`config.mk`:
```
export PLATFORM = sky130hd
export DESIGN_NAME = sys_bus_arb_flat
export DESIGN_NICKNAME = d
export VERILOG_FILES = /design/src/rtl/sys_bus_arb_if.sv /design/src/rtl/sys_bus_arb.sv /design/src/flat_wrapper.sv
export SDC_FILE = /design/constraint.sdc
export NUM_CORES = 1
export LEC_CHECK = 0
export BUFFER_PORTS_ARGS = -buffer_cell sky130_fd_sc_hd__buf_2
export CAP_MARGIN = 20
export CORE_UTILIZATION = 43
export CTS_BUF_LIST = sky130_fd_sc_hd__clkbuf_8
export CTS_CLUSTER_DIAMETER = 100
export CTS_CLUSTER_SIZE = 28
export DETAILED_ROUTE_END_ITERATION = 8
export PLACE_DENSITY = 0.83
export REMOVE_ABC_BUFFERS = 1
export SYNTH_ARGS = -nofsm -noshare
export SYNTH_HDL_FRONTEND = slang
export SYNTH_SLANG_ARGS = --single-unit
```
`constraint.sdc`:
```
create_clock -name clk -period 2.3 [get_ports clk]
set_clock_uncertainty 0.1 [all_clocks]
set_input_delay 0.345 -clock clk [delete_from_list [all_inputs] [get_ports clk]]
set_output_delay 0.345 -clock clk [all_outputs]
set_load 0.01 [all_outputs]
```
`src/rtl/sys_bus_arb_if.sv`:
```
// sys_bus_arb_if: master-side and slave-side signal bundle of the shared system bus
interface sys_bus_arb_if #(
  parameter int N_MASTERS = 3,
  parameter int AW = 16,
  parameter int DW = 8
);
  logic [N_MASTERS-1:0]    m_req;
  logic [N_MASTERS*AW-1:0] m_a;
  logic [N_MASTERS*DW-1:0] m_dout;
  logic [N_MASTERS-1:0]    m_rd;
  logic [N_MASTERS-1:0]    m_wr;
  logic [N_MASTERS-1:0]    m_gnt;
  logic [DW-1:0]           m_din;
  logic [N_MASTERS-1:0]    m_rvalid;
  logic [AW-1:0]           s_a;
  logic [DW-1:0]           s_dout;
  logic                    s_rd;
  logic                    s_wr;
  logic [DW-1:0]           s_din;
  logic [2:0]              owner;
  logic                    busy;
  logic                    timeout;
  modport master (
    output m_req, m_a, m_dout, m_rd, m_wr, s_din,
    input  m_gnt, m_din, m_rvalid, s_a, s_dout, s_rd, s_wr, owner, busy, timeout
  );
  modport slave (
    input  m_req, m_a, m_dout, m_rd, m_wr, s_din,
    output m_gnt, m_din, m_rvalid, s_a, s_dout, s_rd, s_wr, owner, busy, timeout
  );
endinterface

```
`src/rtl/sys_bus_arb.sv`:
```
// sys_bus_arb: N-master bus arbiter/mux with hold pre-emption; BUS_RR_EN selects round-robin
module sys_bus_arb #(
  parameter int N_MASTERS = 3,
  parameter int AW = 16,
  parameter int DW = 8,
  parameter int MAX_HOLD = 160
) (
  input logic clk,
  input logic rst,
  sys_bus_arb_if.slave bus
);
  localparam int CW = $clog2(MAX_HOLD + 2);
  localparam logic [N_MASTERS-1:0] ONE = {{(N_MASTERS-1){1'b0}}, 1'b1};
  typedef enum logic {IDLE, OWN} state_t;
  state_t state, state_n;
  logic [N_MASTERS-1:0] gnt, gnt_n, elig, rvalid;
  logic [2:0] owner, owner_n, win;
  logic [CW-1:0] cnt, cnt_n;
  logic tmo, tmo_n, take, hold_hit, own_req;
  logic [DW-1:0] din, sdout;
  logic [AW-1:0] sa;
  logic srd, swr;
  assign elig = bus.m_req & ~gnt;
  assign hold_hit = (MAX_HOLD != 0) && (32'(cnt) + 32'd1 >= 32'(MAX_HOLD));
`ifdef BUS_RR_EN
  logic [2:0] rr_ptr;
  // round-robin pick: lowest requester above the last owner, else lowest at or below it
  always_comb begin
    win = '0;
    for (int i = N_MASTERS - 1; i >= 0; i--) if (elig[i] && 3'(i) <= rr_ptr) win = 3'(i);
    for (int i = N_MASTERS - 1; i >= 0; i--) if (elig[i] && 3'(i) > rr_ptr) win = 3'(i);
  end
  // pointer tracks the most recent grant
  always_ff @(posedge clk or posedge rst)
    if (rst) rr_ptr <= 3'(N_MASTERS - 1);
    else if (take) rr_ptr <= win;
`else
  // fixed priority pick: lowest eligible index
  always_comb begin
    win = '0;
    for (int i = N_MASTERS - 1; i >= 0; i--) if (elig[i]) win = 3'(i);
  end
`endif
  // route the owner's request and strobes onto the shared bus; nothing drives it while idle
  always_comb begin
    sa = '0;
    sdout = '0;
    srd = 1'b0;
    swr = 1'b0;
    own_req = 1'b0;
    for (int i = 0; i < N_MASTERS; i++)
      if (state == OWN && !rst && owner == 3'(i)) begin
        sa = bus.m_a[i*AW +: AW];
        sdout = bus.m_dout[i*DW +: DW];
        srd = bus.m_rd[i];
        swr = bus.m_wr[i];
        own_req = bus.m_req[i];
      end
  end
  // release beats pre-emption, so a same-cycle drop never raises timeout
  always_comb begin
    state_n = state;
    gnt_n = gnt;
    owner_n = owner;
    cnt_n = cnt;
    tmo_n = 1'b0;
    take = 1'b0;
    if (state == IDLE || !own_req) begin
      if (|elig) take = 1'b1;
      else if (state == OWN) begin
        state_n = IDLE;
        gnt_n = '0;
      end
    end else if (hold_hit && |elig) begin
      take = 1'b1;
      tmo_n = 1'b1;
    end else if (32'(cnt) < 32'(MAX_HOLD)) cnt_n = cnt + 1'b1;
    if (take) begin
      state_n = OWN;
      gnt_n = ONE << win;
      owner_n = win;
      cnt_n = '0;
    end
  end
  // arbitration state register
  always_ff @(posedge clk or posedge rst)
    if (rst) begin
      state <= IDLE;
      gnt <= '0;
      owner <= '0;
      cnt <= '0;
      tmo <= 1'b0;
    end else begin
      state <= state_n;
      gnt <= gnt_n;
      owner <= owner_n;
      cnt <= cnt_n;
      tmo <= tmo_n;
    end
  // capture read data and flag it to the master that issued the read
  always_ff @(posedge clk or posedge rst)
    if (rst) begin
      din <= '0;
      rvalid <= '0;
    end else begin
      rvalid <= srd ? ONE << owner : '0;
      din <= srd ? bus.s_din : din;
    end
  assign bus.m_gnt = gnt;
  assign bus.m_din = din;
  assign bus.m_rvalid = rvalid;
  assign bus.s_a = sa;
  assign bus.s_dout = sdout;
  assign bus.s_rd = srd;
  assign bus.s_wr = swr;
  assign bus.owner = owner;
  assign bus.busy = state == OWN;
  assign bus.timeout = tmo;
endmodule
```
`src/flat_wrapper.sv`:
```
// flat-port wrapper written by rule: the top's interface ports become plain ports
module sys_bus_arb_flat 
#(
  parameter int N_MASTERS = 3,
  parameter int AW = 16,
  parameter int DW = 8,
  parameter int MAX_HOLD = 160
)
  (clk, rst, bus_m_req, bus_m_a, bus_m_dout, bus_m_rd, bus_m_wr, bus_s_din, bus_m_gnt, bus_m_din, bus_m_rvalid, bus_s_a, bus_s_dout, bus_s_rd, bus_s_wr, bus_owner, bus_busy, bus_timeout);
  sys_bus_arb_if #(.N_MASTERS(N_MASTERS), .AW(AW), .DW(DW)) bus_i ();
  input logic clk;
  input logic rst;
  input wire logic [$bits(bus_i.m_req)-1:0] bus_m_req;
  input wire logic [$bits(bus_i.m_a)-1:0] bus_m_a;
  input wire logic [$bits(bus_i.m_dout)-1:0] bus_m_dout;
  input wire logic [$bits(bus_i.m_rd)-1:0] bus_m_rd;
  input wire logic [$bits(bus_i.m_wr)-1:0] bus_m_wr;
  input wire logic [$bits(bus_i.s_din)-1:0] bus_s_din;
  output wire logic [$bits(bus_i.m_gnt)-1:0] bus_m_gnt;
  output wire logic [$bits(bus_i.m_din)-1:0] bus_m_din;
  output wire logic [$bits(bus_i.m_rvalid)-1:0] bus_m_rvalid;
  output wire logic [$bits(bus_i.s_a)-1:0] bus_s_a;
  output wire logic [$bits(bus_i.s_dout)-1:0] bus_s_dout;
  output wire logic [$bits(bus_i.s_rd)-1:0] bus_s_rd;
  output wire logic [$bits(bus_i.s_wr)-1:0] bus_s_wr;
  output wire logic [$bits(bus_i.owner)-1:0] bus_owner;
  output wire logic [$bits(bus_i.busy)-1:0] bus_busy;
  output wire logic [$bits(bus_i.timeout)-1:0] bus_timeout;
  assign bus_i.m_req = bus_m_req;
  assign bus_i.m_a = bus_m_a;
  assign bus_i.m_dout = bus_m_dout;
  assign bus_i.m_rd = bus_m_rd;
  assign bus_i.m_wr = bus_m_wr;
  assign bus_i.s_din = bus_s_din;
  assign bus_m_gnt = bus_i.m_gnt;
  assign bus_m_din = bus_i.m_din;
  assign bus_m_rvalid = bus_i.m_rvalid;
  assign bus_s_a = bus_i.s_a;
  assign bus_s_dout = bus_i.s_dout;
  assign bus_s_rd = bus_i.s_rd;
  assign bus_s_wr = bus_i.s_wr;
  assign bus_owner = bus_i.owner;
  assign bus_busy = bus_i.busy;
  assign bus_timeout = bus_i.timeout;
  sys_bus_arb #(.N_MASTERS(N_MASTERS), .AW(AW), .DW(DW), .MAX_HOLD(MAX_HOLD)) u_core (.clk(clk), .rst(rst), .bus(bus_i));
endmodule
```
==> key figures, run 1 <==
Detailed routing
  – DRC: 0
  – DR vias: 2077
  – DR iter-0 viols: 106
  – Final ANT Viol Nets: 0
  – Drt pass-1 iters: 4
  – Vias per inst: 5.08
  – Drt wl/cell: 13.3 um
  – WL final: 5450 um

Global route
  – Antenna violations before repair: 0
  – Grt ovf: 0
  – All-layer global routing usage: 0.218
  – First-pass GRT wire length: 8590 um
  – Vias in the first global route: 1912
  – Largest net degree at the start of global routing: 29

Synth
  – Yosys top cell area share: 0.328
  – Leading area contributor after synthesis: dfrtp_1
  – Syn_area_per_cell: 8.93 um^2
  – Async SR Flop Fraction: 1.00
  – Top post-synthesis cells by area: dfrtp_1 33%, mux2i_1 14%, nor2_1 11%
  – Yosys reg bits: 26
  – Simple-Gate Fraction of Synth Area: 0.232
  – Xor/xnor share of the synthesized area: 0.0265
  – Count leader, synth: nor2_1
  – Largest family of logic cells by synthesized area: simple AND/OR/NAND/NOR gates
  – Mapped cell area: 1980 um^2
  – Netlist cell types: 47
  – Post-synth EDFFs: 0
  – Post-Synth Adder-Cell Area: 0.0126
  – Yosys Warn Count: 0
  – Sequential area share after synthesis: 0.328
  – Compound-cell area share of the yosys netlist: 0.150
  – Post-synth top flop: dfrtp_1
  – Top cells by count, synth: 59 x nor2_1, 27 x a21oi_1, 27 x mux2i_1
  – Mux cell area share after synthesis: 0.197
  – Post-Synthesis Cells: 222

Timing
  – Worst-margin pin slew: 0.524 ns
  – Min Tclk post-route: 2.14 ns
  – Setup TNS: 0 ns
  – Slew Viols, Final: 0
  – Unrepaired setup endpoints after global routing: no
  – Fin crit share: 0.931
  – Final worst slack: 0.159 ns
  – Finish-stage setup viols: 0
  – Hold Fails Final Rpt: 0
  – Slew HR: 0.647
  – WHS: 0.198 ns
  – Max Fclk: 467 MHz

Die
  – Die Wd: 69.9 um
  – FP Rows: 24
  – Core area: 4380 um^2
  – Effective utilization at floorplan: 0.452
  – Die area: 4890 um^2
  – Num ports: 136
  – Die Y: 69.9 um

Power and ir drop
  – Total leakage power: 1.52 nW
  – Total Power: 2.75 mW
  – Switching share of power: 0.434
  – Gate power share: 0.644
  – Switching pwr: 1.19 mW
  – Pwr/cell area: 995 nW/um^2
  – P_int: 1.56 mW
  – Max rail drop VDD: 0.482 mV
  – Sequential Power Share: 0.248
  – Part of the power in the clock network: 0.107

Critical path
  – Critical Path RT: 1.86 ns
  – WP data arrival: 1.70 ns
  – Critical Path Sink Type: primary output
  – Critical path peak fanout: 28
  – Critical path class: primary input to primary output
  – Startpoint types: primary input

Finish
  – Final Core Density: 0.631
  – Fillers: 387
  – Nets: 451
  – Ant. Diodes: 0
  – Layout cells sized above 1: 0.479
  – Syn-to-layout area delta: 39.4%

Clock network
  – CTS tree: done
  – Num CTS Buffers: 3
  – Root Buffer: clkbuf_8
  – Number of setup buffers added after CTS: 0
  – Htree depth: 1
  – Post-CTS Resized: 0
  – Clock slew at reported path FFs: 0.08 ns
  – Worst skew pair latency: 0.27 ns
  – Number of hold buffers added after cts: 1
  – CTS Buffer Depth: 2
  – Sink Count: 26

Min path
  – HP Class: primary input to flip-flop

Placement
  – Placed wire-length estimate: 4230 um
  – Routability congestion estimate: 0.848
  – Number of port buffers: 134
  – DP Worst Slack: 0.424 ns

Run
  – Maxcap violations: 0

Status
  – Status: finished, final reports clean
-- cell families (layout without fill, tap and decap cells) --
family                   Yosys count  count (layout)
AO/OA/AOI/OAI                     42              42
XOR/XNOR                           6               6
adder cells (fa/ha/maj)            2               2
buffers and inverters             17             152
flip-flops                        26              26
multiplexers                      35              35
other                              1               1
AND/OR/NAND/NOR                   93              93
-- cell usage in the layout, fill, tap and decap left out, types with 2 or more instances in the layout --
cell,count
buf_4,9
nand4_1,6
mux2_4,8
inv_1,4
xor2_1,6
ha_1,2
nand3_1,2
clkbuf_8,4
o2bb2ai_1,3
mux2i_1,27
buf_2,134
nand2_1,6
a21oi_1,27
dfrtp_1,26
nor2_1,59
and3_4,3
-- per-layer routing --
layer | wire length (um) | global-route usage | vias up
met3 | 317 | 0.0274 | 6
met4 | 85 | 0.0800 | 0
li1 | - | - | 1037
met5 | 0 | 0 | -
met2 | 2750 | 0.402 | 97
met1 | 2290 | 0.255 | 937
-- path summary, 6_finish.rpt --
| check | depth (start not counted) | to | slack, ns | startpoint |
|---|---|---|---|---|
| setup / recovery | 7 | bus_s_a[6] | 0.16 | rst |
| min in group asynchronous | 4 | u_core.cnt[7] | 0.54 | rst |
| hold / removal | 3 | u_core.bus.m_rvalid[2] | 0.20 | bus_m_rd[2] |
| setup reg to reg | 6 | u_core.bus.owner[0] | 0.41 | u_core.cnt[0] |
| max in group asynchronous | 4 | u_core.bus.m_din[6] | 1.30 | rst |
| hold reg to reg | 1 | u_core.bus.m_din[7] | 0.41 | u_core.bus.m_din[7] |
-- sequential cells by signal, indices dropped and copies added (netlist names) --
register	cells
u_core.bus.m_din	8
u_core.bus.m_gnt	3
u_core.bus.m_rvalid	3
u_core.cnt	8
u_core.bus.timeout	1
u_core.bus.owner	2
u_core.bus.busy	1
-- area by class of cell --
class | count | area [um^2] | area share
inverters | 4 | 15.0 | 0.00543
flip-flops and latches | 26 | 651 | 0.235
well taps | 52 | 65.1 | 0.0235
clock buffers | 4 | 55.1 | 0.0199
multi-input cells | 179 | 1230 | 0.445
repair buffers | 144 | 748 | 0.271
-- critical path, cell delays in order --
cell	delay, ns
dlygate4sd3_1	0.54
buf_2	0.13
inv_1	0.08
nand2_1	0.05
buf_4	0.23
nor2_1	0.16
buf_2	0.15
-- power groups by stage --
stage,registers [mW],clock network (mW),logic (mW)
5_1_grt,0.701,0.319,1.95
2_1_floorplan,0.870,0,0.988
3_3_place_gp,0.682,0,1.75
4_1_cts,0.682,0.299,1.79
3_5_place_dp,0.690,0,1.77
6_report,0.683,0.295,1.77
-- through the flow --
stage	cells	cell area, um^2
6_report	409	2770
5_1_grt	409	2770
4_1_cts	409	2770
3_5_place_dp	404	2700
3_3_place_gp	404	2700
2_1_floorplan	209	1890
Note: power is estimated with default switching activity, not from simulation.
==> run 2, diff against run 1 <==
Settings changed: BUFFER_PORTS_ARGS -buffer_cell sky130_fd_sc_hd__buf_2 to unset, CORE_UTILIZATION 43 to 50, DONT_BUFFER_PORTS set to 1, PLACE_DENSITY 0.83 to unset, REMOVE_ABC_BUFFERS 1 to unset, SKIP_LAST_GASP set to 1.
==> run 2 against run 1 <==
Effect of this change:
- maximum frequency shrank 0.77%
- core utilization down 6.8 points
- sequential share of layout area up 7.4 points
- sequential power up 22%
- worst setup slack lost 0.017 ns
- worst hold slack lost 0.098 ns
- largest power group unchanged
- critical path depth decreased by 1
- first-iteration DRC count grew 10%
- global-route usage shrank 0.46 points
==> key figures, run 2 (synthesis results as in run 1) <==
Clock network
  – Clock slew at reported path FFs: 0.09 ns
  – Worst skew pair latency: 0.27 ns
  – Root Buffer: clkbuf_8
  – Number of setup buffers added after CTS: 0
  – Sink Count: 26
  – CTS Buffer Depth: 2
  – Num CTS Buffers: 3
  – Htree depth: 1
  – CTS tree: done

Timing
  – Worst-margin pin slew: 0.513 ns
  – Slew Viols, Final: 0
  – Setup TNS: 0 ns
  – Fin crit share: 0.938
  – Slew HR: 0.655
  – Finish-stage setup viols: 0
  – Max Fclk: 464 MHz
  – Min Tclk post-route: 2.16 ns
  – Final worst slack: 0.143 ns
  – Hold Fails Final Rpt: 0
  – Unrepaired setup endpoints after global routing: no

Critical path
  – WP buf/inv: 4
  – Critical path peak fanout: 28
  – Critical path class: primary input to primary output
  – WP data arrival: 1.71 ns
  – Worst stage delay on the critical path: 0.55 ns
  – Critical Path Sink Type: primary output
  – Most used cell, CP: buf_4
  – Worst r2r path cells: 6
  – Family with the most delay on the worst path: buffers and inverters
  – Critical path's slowest cell: dlygate4sd3_1
  – Critical Path RT: 1.86 ns
  – Levels on crit path: 6
  – Startpoint types: primary input
  – Crit-path cells: dlygate4sd3_1 > inv_1 > buf_4 > nand2_1 > buf_4 > nor2_1

Status
  – Status: finished, final reports clean

Die
  – Core area: 3740 um^2
  – FP Rows: 22
  – Die Wd: 65.0 um
  – Effective utilization at floorplan: 0.530
  – Num ports: 136
  – Die Y: 65.0 um
  – Die area: 4220 um^2

Detailed routing
  – Final ANT Viol Nets: 0
  – DR vias: 1613
  – WL final: 4780 um
  – DRC: 0
  – DR iter-0 viols: 117
  – Drt pass-1 iters: 4
  – Drt wl/cell: 17.6 um
  – Vias per inst: 5.95

Min path
  – HP Class: primary input to flip-flop
  – WHS Path Cells: 2

Finish
  – Layout cells sized above 1: 0.175
  – Final Instance Area: 2110 um^2
  – Most frequent cells in the layout: 59 x nor2_1, 27 x mux2i_1, 27 x a21oi_1, 24 x dfrtp_1, 9 x buf_4
  – Commonest non-fill, non-tap cell in the layout: nor2_1
  – Ant. Diodes: 0
  – Syn-to-layout area delta: 6.31%
  – Nets: 317

Placement
  – Post-DP Area: 2030 um^2
  – DP Worst Slack: 0.328 ns
  – Number of port buffers: 0
  – Routability congestion estimate: 0.746
  – Placed wire-length estimate: 3770 um

Power and ir drop
  – Pwr/cell area: 1200 nW/um^2
  – Switching share of power: 0.443
  – Sequential Power Share: 0.329
  – P_int: 1.41 mW
  – Switching pwr: 1.12 mW
  – Gate power share: 0.523
  – Part of the power in the clock network: 0.148
  – Max rail drop VDD: 0.526 mV
  – Total leakage power: 0.964 nW

Global route
  – All-layer global routing usage: 0.213
  – Largest net degree at the start of global routing: 29
  – First-pass GRT wire length: 6930 um
  – Antenna violations before repair: 0
  – Vias in the first global route: 1454
  – Grt ovf: 0

Run
  – Maxcap violations: 0

Synth
  – Mapped Nets: 315
run 2: what timing repair did:
item	in CTS	in global routing
gates resized for setup	0	1
hold buffers	1	0
hold endpoints to repair	26	0
setup endpoints to repair	0	25
run 2: worst paths after layout:
| check | endpoint | from | slack, ns |
|---|---|---|---|
| max in group asynchronous | u_core.cnt[1] | rst | 1.48 |
| worst min register to register | u_core.bus.m_gnt[0] | u_core.bus.m_gnt[0] | 0.49 |
| worst max register to register | u_core.bus.owner[0] | u_core.cnt[0] | 0.32 |
| worst min-delay path | u_core.bus.m_rvalid[2] | bus_m_rd[2] | 0.10 |
| worst max-delay path | bus_s_a[0] | rst | 0.14 |
| min in group asynchronous | u_core.cnt[7] | rst | 0.44 |
run 2: worst register-to-register path, stage by stage (launching register included):
cell and delay, ns:
dfrtp_1 0.43, ha_1 0.25, and4bb_1 0.28, nand4_1 0.16, and3_4 0.22, a21oi_4 0.30
o22ai_1 0.12
run 2: routing by layer:
layer / global-route usage / vias to the layer above / routed length (um)
met5: 0 / - / 0
met4: 0.0194 / 0 / 2
met3: 0.0599 / 2 / 410
met2: 0.396 / 85 / 2440
met1: 0.248 / 760 / 1920
li1: - / 766 / -
run 2: layout make-up:
cell class              count  area, um^2
flip-flops and latches     26         653
fillers                   347        1640
well taps                  48        60.1
inverters                   4        15.0
repair buffers             10        77.6
clock inverters             1        30.0
multi-input cells         179        1230
clock buffers               3        41.3
run 2: power by group through the flow:
stage	Combinational, mW	Clock [mW]	Sequential, mW
finish	1.32	0.375	0.833
floorplan	1.20	0	0.756
global placement	1.27	0	0.828
global route	1.46	0.397	0.853
detailed placement	1.32	0	0.838
CTS	1.33	0.380	0.831
run 2: through the flow:
stage | hold slack, ns | instances | util | power (mW)
after global placement | 0.163 | 266 | 0.541 | 2.10
after detailed placement | 0.161 | 266 | 0.541 | 2.16
after floorplan | 0.302 | 222 | - | 1.95
after CTS | 0.0949 | 271 | 0.563 | 2.54
after global routing | 0.100 | 271 | 0.563 | 2.71
final | 0.101 | 271 | 0.563 | 2.53
==> run 3, diff against run 2 <==
Settings changed: CELL_PAD_IN_SITES_DETAIL_PLACEMENT set to 1, CELL_PAD_IN_SITES_GLOBAL_PLACEMENT set to 1, CORE_UTILIZATION 50 to 45, PLACE_DENSITY_LB_ADDON set to 0.1.
==> run 3 against run 2 <==
Effect of this change:
- worst setup slack got worse by 0.065 ns
- core utilization decreased by 5.2 points
- clock power increased by 2%
- combinational power increased by 3%
- cell area decreased by 0.24%
- count of clock-buffer cells in the layout unchanged
- cell count unchanged
- sequential power decreased by 5.5%
- largest cell class unchanged
- highest routed layer unchanged
==> key figures, run 3 (synthesis results as in run 1) <==
Status
  – Status: finished, final reports clean

Clock network
  – Root Buffer: clkbuf_8
  – Num CTS Buffers: 3
  – Clock slew at reported path FFs: 0.09 ns
  – Worst skew pair latency: 0.27 ns
  – CTS Buffer Depth: 2
  – CTS tree: done
  – Htree depth: 1
  – Sink Count: 26
  – Number of setup buffers added after CTS: 0

Die
  – FP Rows: 23
  – Die Wd: 68.4 um
  – Die Y: 68.4 um
  – Core area: 4120 um^2
  – Num ports: 136
  – Die area: 4680 um^2
  – Effective utilization at floorplan: 0.482

Power and ir drop
  – Switching pwr: 1.14 mW
  – P_int: 1.40 mW
  – Switching share of power: 0.449
  – Max rail drop VDD: 0.463 mV
  – Total leakage power: 0.955 nW
  – Pwr/cell area: 1200 nW/um^2
  – Part of the power in the clock network: 0.151
  – Sequential Power Share: 0.311
  – Gate power share: 0.538

Critical path
  – Critical path class: primary input to primary output
  – WP data arrival: 1.78 ns
  – Critical R2R Launch: u_core.cnt[0]
  – Most used cell, CP: buf_4
  – Critical Path RT: 1.86 ns
  – Crit-path cells: dlygate4sd3_1 > inv_1 > buf_4 > nand2_1 > buf_4 > nor2_1
  – Critical path's slowest cell: dlygate4sd3_1
  – Critical Path Sink Type: primary output
  – Reg2reg end: u_core.bus.owner[0]
  – Critical path peak fanout: 28
  – Setup slack, reg-to-reg: 0.28 ns
  – Worst r2r path cells: 6
  – Worst stage delay on the critical path: 0.54 ns
  – Startpoint types: primary input

Finish
  – Most frequent cells in the layout: 57 x nor2_1, 27 x mux2i_1, 27 x a21oi_1, 25 x dfrtp_1, 8 x mux2_4
  – Syn-to-layout area delta: 6.06%
  – Final Instance Area: 2100 um^2
  – Nets: 315
  – Commonest non-fill, non-tap cell in the layout: nor2_1
  – Ant. Diodes: 0
  – Layout cells sized above 1: 0.172
  – Final Core Density: 0.511

Detailed routing
  – Drt pass-1 iters: 3
  – Drt wl/cell: 19.3 um
  – WL final: 5240 um
  – DR vias: 1643
  – Final ANT Viol Nets: 0
  – DRC: 0
  – DR iter-0 viols: 61
  – Vias per inst: 6.06

Global route
  – Largest net degree at the start of global routing: 29
  – Met2 usage: 0.397
  – First-pass GRT wire length: 7470 um
  – All-layer global routing usage: 0.215
  – Antenna violations before repair: 0
  – Vias in the first global route: 1579
  – M3 GR Usage: 0.0283
  – GR Util met1: 0.254
  – GR peak layer: met2
  – Grt ovf: 0

Placement
  – Post-DP Area: 2010 um^2
  – DP Worst Slack: 0.334 ns
  – Number of port buffers: 0
  – Routability congestion estimate: 0.878
  – Placed wire-length estimate: 4100 um

Timing
  – WHS: 0.104 ns
  – Fin crit share: 0.966
  – Finish-stage setup viols: 0
  – Setup TNS: 0 ns
  – Hold Fails Final Rpt: 0
  – Final worst slack: 0.0775 ns
  – Slew HR: 0.581
  – Max Fclk: 450 MHz
  – Unrepaired setup endpoints after global routing: yes
  – Slew Viols, Final: 0
  – Min Tclk post-route: 2.22 ns
  – Worst-margin pin slew: 0.622 ns

Min path
  – Hold Path End: u_core.bus.m_rvalid[2]
  – HP Class: primary input to flip-flop
  – Hold_sp: bus_m_rd[2]
  – WHS Path Cells: 2

Synth
  – Mapped Nets: 315

Run
  – Maxcap violations: 0
==> run 3: worst max-delay path by stage <==
stage / start / endpoint / slack, ns / cells past startpoint
2_1_floorplan: rst / bus_s_a[0] / 0.11 / 4
3_3_place_gp: u_core.cnt[0] / u_core.bus.owner[0] / 0.46 / 6
3_5_place_dp: u_core.cnt[0] / u_core.bus.owner[0] / 0.33 / 6
4_1_cts: rst / bus_s_dout[2] / 0.06 / 6
5_1_grt: rst / bus_s_dout[3] / -0.009 / 6
6_report: rst / bus_s_dout[2] / 0.08 / 6
==> run 3: power by group through the flow <==
stage                     logic (mW)  clock network [mW]  registers, mW
after floorplan                 1.20                   0          0.756
after global placement          1.30                   0          0.791
after detailed placement        1.36                   0          0.802
after CTS                       1.37               0.388          0.792
after global routing            1.50               0.408          0.816
final                           1.36               0.383          0.787
==> run 3: timing repair <==
action / 4_1_cts / 5_1_grt
setup endpoints to repair: 0 / 11
resized for setup: 0 / 3
hold endpoints to repair: 26 / 0
hold buffers: 1 / 0
==> run 3: final cells by class <==
cell class / instances / area [um^2]
clock buffer: 3 / 41.3
clock inverter: 1 / 30.0
fill: 486 / 2010
inverter: 4 / 15.0
multi-input combinational: 179 / 1240
sequential: 26 / 652
tap: 50 / 62.6
timing repair buffer: 8 / 66.3
==> run 3: per-layer routing <==
| metal | vias up | wire (um) |
|---|---|---|
| met4 | 0 | 52 |
| met5 | - | 0 |
| met1 | 799 | 2120 |
| met2 | 72 | 2770 |
| li1 | 767 | - |
| met3 | 5 | 296 |
==> run 3: worst max-delay path, delay by kind of cell <==
kind / cells / cell delay [ns]
AND/OR/NAND/NOR: 2 / 0.35
buffers and inverters: 4 / 1.06
==> run 3: through the flow <==
stage                     power [mW]  std cells
after global placement          2.09        266
after CTS                       2.55        271
after detailed placement        2.16        266
final                           2.53        271
after floorplan                 1.95        222
after global routing            2.72        271
